### src/rtl/adau_spi_init.sv
// ADAU1761 SPI init: streams a fixed 14-word command ROM to the codec
// after reset, then raises a sticky done flag.
module adau_spi_init #(
  parameter int CLK_DIV    = 4,
  parameter int GAP_CYCLES = 8
) (
  input  logic clk,
  input  logic reset,
  output logic cdata,
  output logic cclk,
  output logic clatch_n,
  output logic adau_init_done
);

  localparam logic [1:0] S_IDLE     = 2'd0;
  localparam logic [1:0] S_SEND_BIT = 2'd1;
  localparam logic [1:0] S_GAP      = 2'd2;

  localparam logic [1:0] S_START = 2'd0;
  localparam logic [1:0] S_ISSUE = 2'd1;
  localparam logic [1:0] S_WAIT  = 2'd2;
  localparam logic [1:0] S_DONE  = 2'd3;

  localparam logic [7:0] DIV_M1  = 8'(CLK_DIV - 1);
  localparam logic [7:0] GAP_M1  = 8'(GAP_CYCLES - 1);
  localparam logic       GAP_ONE = (GAP_CYCLES == 1);
  localparam logic [3:0] LAST_IDX = 4'd13;

  logic [1:0]  ser_st;
  logic        ready;
  logic [31:0] sh;
  logic [7:0]  div_cnt;
  logic [4:0]  bit_cnt;
  logic [7:0]  gap_cnt;

  logic [1:0]  seq_st;
  logic [3:0]  idx;
  logic        command_valid;
  logic        last;
  logic [31:0] word;

  logic xfer;
  logic bit_end;
  logic gap_end;
  logic go_idle;

  // Command ROM: dummy writes first to switch the codec into SPI mode.
  always_comb begin
    word = 32'h0040_0000;
    case (idx)
      4'd0:    word = 32'h0040_0000;
      4'd1:    word = 32'h0040_0000;
      4'd2:    word = 32'h0040_0000;
      4'd3:    word = 32'h0040_0001;
      4'd4:    word = 32'h0040_1501;
      4'd5:    word = 32'h0040_0A01;
      4'd6:    word = 32'h0040_0B05;
      4'd7:    word = 32'h0040_0C01;
      4'd8:    word = 32'h0040_0D05;
      4'd9:    word = 32'h0040_1C21;
      4'd10:   word = 32'h0040_1E41;
      4'd11:   word = 32'h0040_23E7;
      4'd12:   word = 32'h0040_24E7;
      4'd13:   word = 32'h0040_FA01;
      default: word = 32'h0040_0000;
    endcase
  end

  // Handshake and end-of-frame / end-of-gap detection.
  always_comb begin
    xfer    = command_valid && ready && (ser_st == S_IDLE);
    bit_end = (ser_st == S_SEND_BIT) && (div_cnt == DIV_M1)
              && cclk && (bit_cnt == 5'd0);
    gap_end = (ser_st == S_GAP) && (gap_cnt == GAP_M1);
    go_idle = gap_end || (bit_end && GAP_ONE);
  end

  assign cdata = sh[31];

  // Serializer: the idle cycle that accepts the next word counts as the
  // last gap cycle, so clatch_n stays high exactly GAP_CYCLES cycles.
  always_ff @(posedge clk or negedge reset) begin
    if (!reset) begin
      ser_st   <= S_IDLE;
      ready    <= 1'b1;
      sh       <= '0;
      cclk     <= 1'b0;
      clatch_n <= 1'b1;
      div_cnt  <= '0;
      bit_cnt  <= '0;
      gap_cnt  <= '0;
    end else begin
      case (ser_st)
        S_IDLE: begin
          if (xfer) begin
            sh       <= word;
            ready    <= 1'b0;
            clatch_n <= 1'b0;
            cclk     <= 1'b0;
            div_cnt  <= '0;
            bit_cnt  <= 5'd31;
            ser_st   <= S_SEND_BIT;
          end
        end
        S_SEND_BIT: begin
          if (div_cnt != DIV_M1) begin
            div_cnt <= div_cnt + 8'd1;
          end else begin
            div_cnt <= '0;
            if (!cclk) begin
              cclk <= 1'b1;
            end else begin
              cclk <= 1'b0;
              if (bit_cnt == 5'd0) begin
                clatch_n <= 1'b1;
                sh       <= '0;
                if (GAP_ONE) begin
                  ser_st <= S_IDLE;
                  ready  <= 1'b1;
                end else begin
                  ser_st  <= S_GAP;
                  gap_cnt <= 8'd1;
                end
              end else begin
                bit_cnt <= bit_cnt - 5'd1;
                sh      <= {sh[30:0], 1'b0};
              end
            end
          end
        end
        S_GAP: begin
          if (gap_cnt == GAP_M1) begin
            ser_st <= S_IDLE;
            ready  <= 1'b1;
          end else begin
            gap_cnt <= gap_cnt + 8'd1;
          end
        end
        default: begin
          ser_st <= S_IDLE;
          ready  <= 1'b1;
        end
      endcase
    end
  end

  // Sequencer: issue one ROM word, wait for its frame and gap, repeat.
  always_ff @(posedge clk or negedge reset) begin
    if (!reset) begin
      seq_st         <= S_START;
      idx            <= '0;
      command_valid  <= 1'b0;
      last           <= 1'b0;
      adau_init_done <= 1'b0;
    end else begin
      case (seq_st)
        S_START: begin
          command_valid <= 1'b1;
          seq_st        <= S_ISSUE;
        end
        S_ISSUE: begin
          if (xfer) begin
            command_valid <= 1'b0;
            last          <= (idx == LAST_IDX);
            if (idx != LAST_IDX) idx <= idx + 4'd1;
            seq_st <= S_WAIT;
          end
        end
        S_WAIT: begin
          if (go_idle) begin
            if (last) begin
              adau_init_done <= 1'b1;
              seq_st         <= S_DONE;
            end else begin
              command_valid <= 1'b1;
              seq_st        <= S_ISSUE;
            end
          end
        end
        S_DONE: begin
          command_valid <= 1'b0;
        end
        default: seq_st <= S_START;
      endcase
    end
  end

endmodule

### config.mk
export PLATFORM = sky130hd
export DESIGN_NAME = adau_spi_init
export DESIGN_NICKNAME = d
export VERILOG_FILES = /design/src/rtl/adau_spi_init.sv
export SDC_FILE = /design/constraint.sdc
export NUM_CORES = 1
export LEC_CHECK = 0
export ABC_CLOCK_PERIOD_IN_PS = 3600
export CAP_MARGIN = 20
export CORE_MARGIN = 2
export CORE_UTILIZATION = 43
export DETAILED_ROUTE_END_ITERATION = 7
export GPL_ROUTABILITY_DRIVEN = 0
export PLACE_DENSITY = 0.66
export RECOVER_POWER = 100
export SETUP_SLACK_MARGIN = 0.2
export SYNTH_ARGS = -nofsm -noshare
export SYNTH_HDL_FRONTEND = slang
export SYNTH_SLANG_ARGS = --single-unit
### constraint.sdc
create_clock -name clk -period 3.6 [get_ports clk]
set_input_delay 0.54 -clock clk [delete_from_list [all_inputs] [get_ports clk]]
set_output_delay 0.54 -clock clk [all_outputs]
set_load 0.02 [all_outputs]
==> results.md <==
### Synth
* share of flip-flops with an asynchronous set or reset: 100.0%
* Top FF cell, synth: sky130_fd_sc_hd__dfrtp_1
* number of enable flip-flop cells after synthesis: 0
* share of the yosys chip area belonging to registers: 48.01%
* count of cell types in the netlist: 55
* average cell area after synthesis: 10.20 um^2
* Post-Synthesis Net Count: 357
* Synthesis Warnings: 0
* Yosys reg bits: 67
* total standard cell area after synthesis: 0.003497 mm^2
* gate count of the mapped netlist: 343

### Worst setup path
* reg-to-reg startpoint: div_cnt[0]
* longest individual stage delay on the worst path: 460 ps
* Critical Path Source Type: flop
* Worst Setup EP: sh[5]
* worst-case register-to-register setup slack: 950 ps
* type of the setup path with the least slack: flop to flop
* worst r2r path cells: 6
* series of cell instances along the critical path: ha_1 -> nor4b_1 -> nand3_1 -> a21oi_4 -> buf_4 -> mux2_2
* critical path depth in cells: 6
* CP max-delay cell: sky130_fd_sc_hd__nand3_1
* endpoint of the most critical register-to-register path: sh[5]
* kind of capture point of the worst setup path: flop
* family of cells with the greatest summed delay on the critical path: simple AND/OR/NAND/NOR gates
* critical path launch point: div_cnt[0]
* maximum fanout count along the critical path: 33
* Buf/Inv on CP: 1
* endpoint required time on the critical path: 3820 ps
* arrival time of the worst setup path: 2870 ps

### CTS
* number of buffers inserted during clock tree synthesis: 9
* worst-skew pair later-pin latency: 340 ps
* clk root buf: sky130_fd_sc_hd__clkbuf_8
* hold buffer count at cts: 0
* number of H-tree levels: 3
* clock transition at the registers of the reported paths: 80 ps
* CTS sink count: 67
* clock tree from TritonCTS: done
* number of instances resized during post-cts repair: 0
* post-CTS repair timing setup buffer count: 0
* Bufs on Longest Clock Path: 2

### Finish
* Antenna Diode Count: 0
* growth of design area from synthesis to finish: 10.45%
* layout cells sized above 1: 12.36%
* count of nets after finishing: 365

### Timing
* final-report hold violation count: 0
* minimum period implied by the final worst setup slack: 2653 ps
* final max-slew violation count: 37
* Worst Slack Setup Final: 947.5 ps
* ratio of final minimum period to clock period: 73.68%
* Setup Skew: 9.884 ps
* f_max: 377.0 MHz
* worst rel slew slack: -29.00%
* final setup violation count: 0
* unrepaired setup endpoints after global routing: false
* transition time at the pin with the least slew margin: 1935 ps
* Post-Route Setup TNS: 0 ps

### Floorplan
* initial cell density of the core: 44.79%
* area of the core: 0.007807 mm^2
* cell row count: 32
* chip height: 94.18 um
* die footprint: 0.008870 mm^2
* top-level port count: 6
* chip width: 94.18 um

### Hold path
* Worst Hold Class: flop to flop

### Pwr
* Leak Pwr: 1.692 nW
* power density relative to cell area: 371.6 mW/mm^2
* Final Total Pwr: 1.435 mW
* Max VDD drop: 0.2171 mV

### GRT
* initial antenna violation count: 0
* vias in the first global route: 2394
* overall global routing resource usage: 16.51%
* total overflow reported by the global router: 0
* wire length of the first global-routing pass: 11.38 mm
* maximum number of pins on one net before global-route repair: 37

### Drt
* vias post-DR: 2496
* count of routing violations after the opening detailed-route iteration: 110
* routed via count divided by cell count: 5.450
* final routed DRC violation total: 0
* routed wire length per instance: 14.13 um
* number of nets with antenna violations after detailed routing: 0
* detailed-route wire length: 6.471 mm
* Detailed Routing Iterations Pass 1: 6

### Place
* number of port buffers: 5
* Post-DP HPWL: 4.484 mm
* post-placement worst setup slack: 1124 ps

### Job
* number of maximum-capacitance violations: 1

### Outcome
* outcome: finished with violations
* failing checks: max-capacitance violations, max-slew violations

## how the worst min path moves through the flow
| stage | start | slack [ps] | cells past startpoint | end |
|---|---|---|---|---|
| after global placement | adau_init_done | 480 | 1 | adau_init_done |
| after floorplan | reset | 240 | 0 | adau_init_done |
| after global routing | adau_init_done | 510 | 1 | adau_init_done |
| after CTS | reset | 320 | 1 | gap_cnt[4] |
| after detailed placement | adau_init_done | 480 | 1 | adau_init_done |
| final | adau_init_done | 490 | 1 | adau_init_done |
## logic make-up after synthesis
family | Yosys count | share of synthesized area (%)
and+or+nand+nor | 99 | 14.20
DFF | 67 | 48.01
buffers and inverters | 44 | 4.830
AOI/OAI and AO/OA | 76 | 15.10
adders and majority gates | 12 | 4.293
xor gates and xnor gates | 4 | 1.002
muxes | 41 | 12.56
## flip-flops by register name, indices dropped and copies added, names as in the netlist
signal	flops
adau_init_done	1
bit_cnt	5
cclk	1
clatch_n	1
command_valid	1
div_cnt	8
gap_cnt	8
idx	4
last	1
ready	1
seq_st	2
ser_st	2
sh	32
## layer usage
layer	routed length [um]	part of all wire [%]	track usage, %	up-vias
li1	-	-	-	1242
met1	3187	49	22.89	1206
met2	2955	46	24.64	37
met3	224	3.5	5.136	11
met4	104	1.6	5.314	0
met5	0	0	0	-
## where the power goes
part	switching (mW)	internal [mW]	total, mW
logic	0.0145	0.000715	0.0152
clock network	0.280	0.388	0.668
registers	0	0.753	0.753
total	0.294	1.14	1.44
## cells in the mapped netlist, drive strengths merged (2+ instances only)
library cell	n	share of area (%)
a21oi	15	2.1
a221o	4	1.2
dfstp	2	1.5
buf	5	0.64
nor2b	3	0.54
xnor2	3	0.75
inv	28	3.0
o22ai	2	0.36
nor2	17	1.8
nand2	30	3.2
nand4	2	0.36
nand3	14	2.0
ha	12	4.3
a21boi	2	0.43
a211oi	2	0.43
nand2b	5	0.89
nor4b	3	0.93
o2bb2ai	3	0.75
o21bai	2	0.43
mux2i	21	6.0
mux2	20	6.5
o31ai	3	0.64
clkbuf	11	1.2
o211ai	2	0.43
a21o	3	0.64
a31oi	6	1.1
nor3	15	2.1
o21ai	14	2.0
and3	2	0.36
a22o	7	1.8
dfrtp	65	47
## layout by cell type, fill, tap and decap left out, drive strengths merged, types with 6 or more instances in the layout
cell type	Yosys	final
mux2	20	20
a22o	7	7
nand2	30	30
mux2i	21	21
a21oi	15	15
nor3	15	15
clkbuf	11	16
nor2	17	17
o21ai	14	14
ha	12	12
dfrtp	65	65
nand3	14	14
a31oi	6	6
inv	28	28
## metrics by stage
stage	hold WS (ps)	area, um^2	std cells	util, %
global route	513.0	3862	458	49.47
finish	486.9	3862	458	49.47
detailed placement	478.0	3684	442	47.18
floorplan	244.4	3497	343	-
global placement	483.4	3684	442	47.18
CTS	317.1	3892	458	49.86
## final cells by class
class / instances / area [um^2]
clock buffers: 11 / 131.4
clock inverters: 5 / 77.57
fillers: 728 / 3945
inverters: 28 / 105.1
multi-input cells: 232 / 1653
flip-flops and latches: 67 / 1679
well taps: 102 / 127.6
repair buffers: 13 / 88.84
No activity file was read; power rests on OpenSTA's default activity.
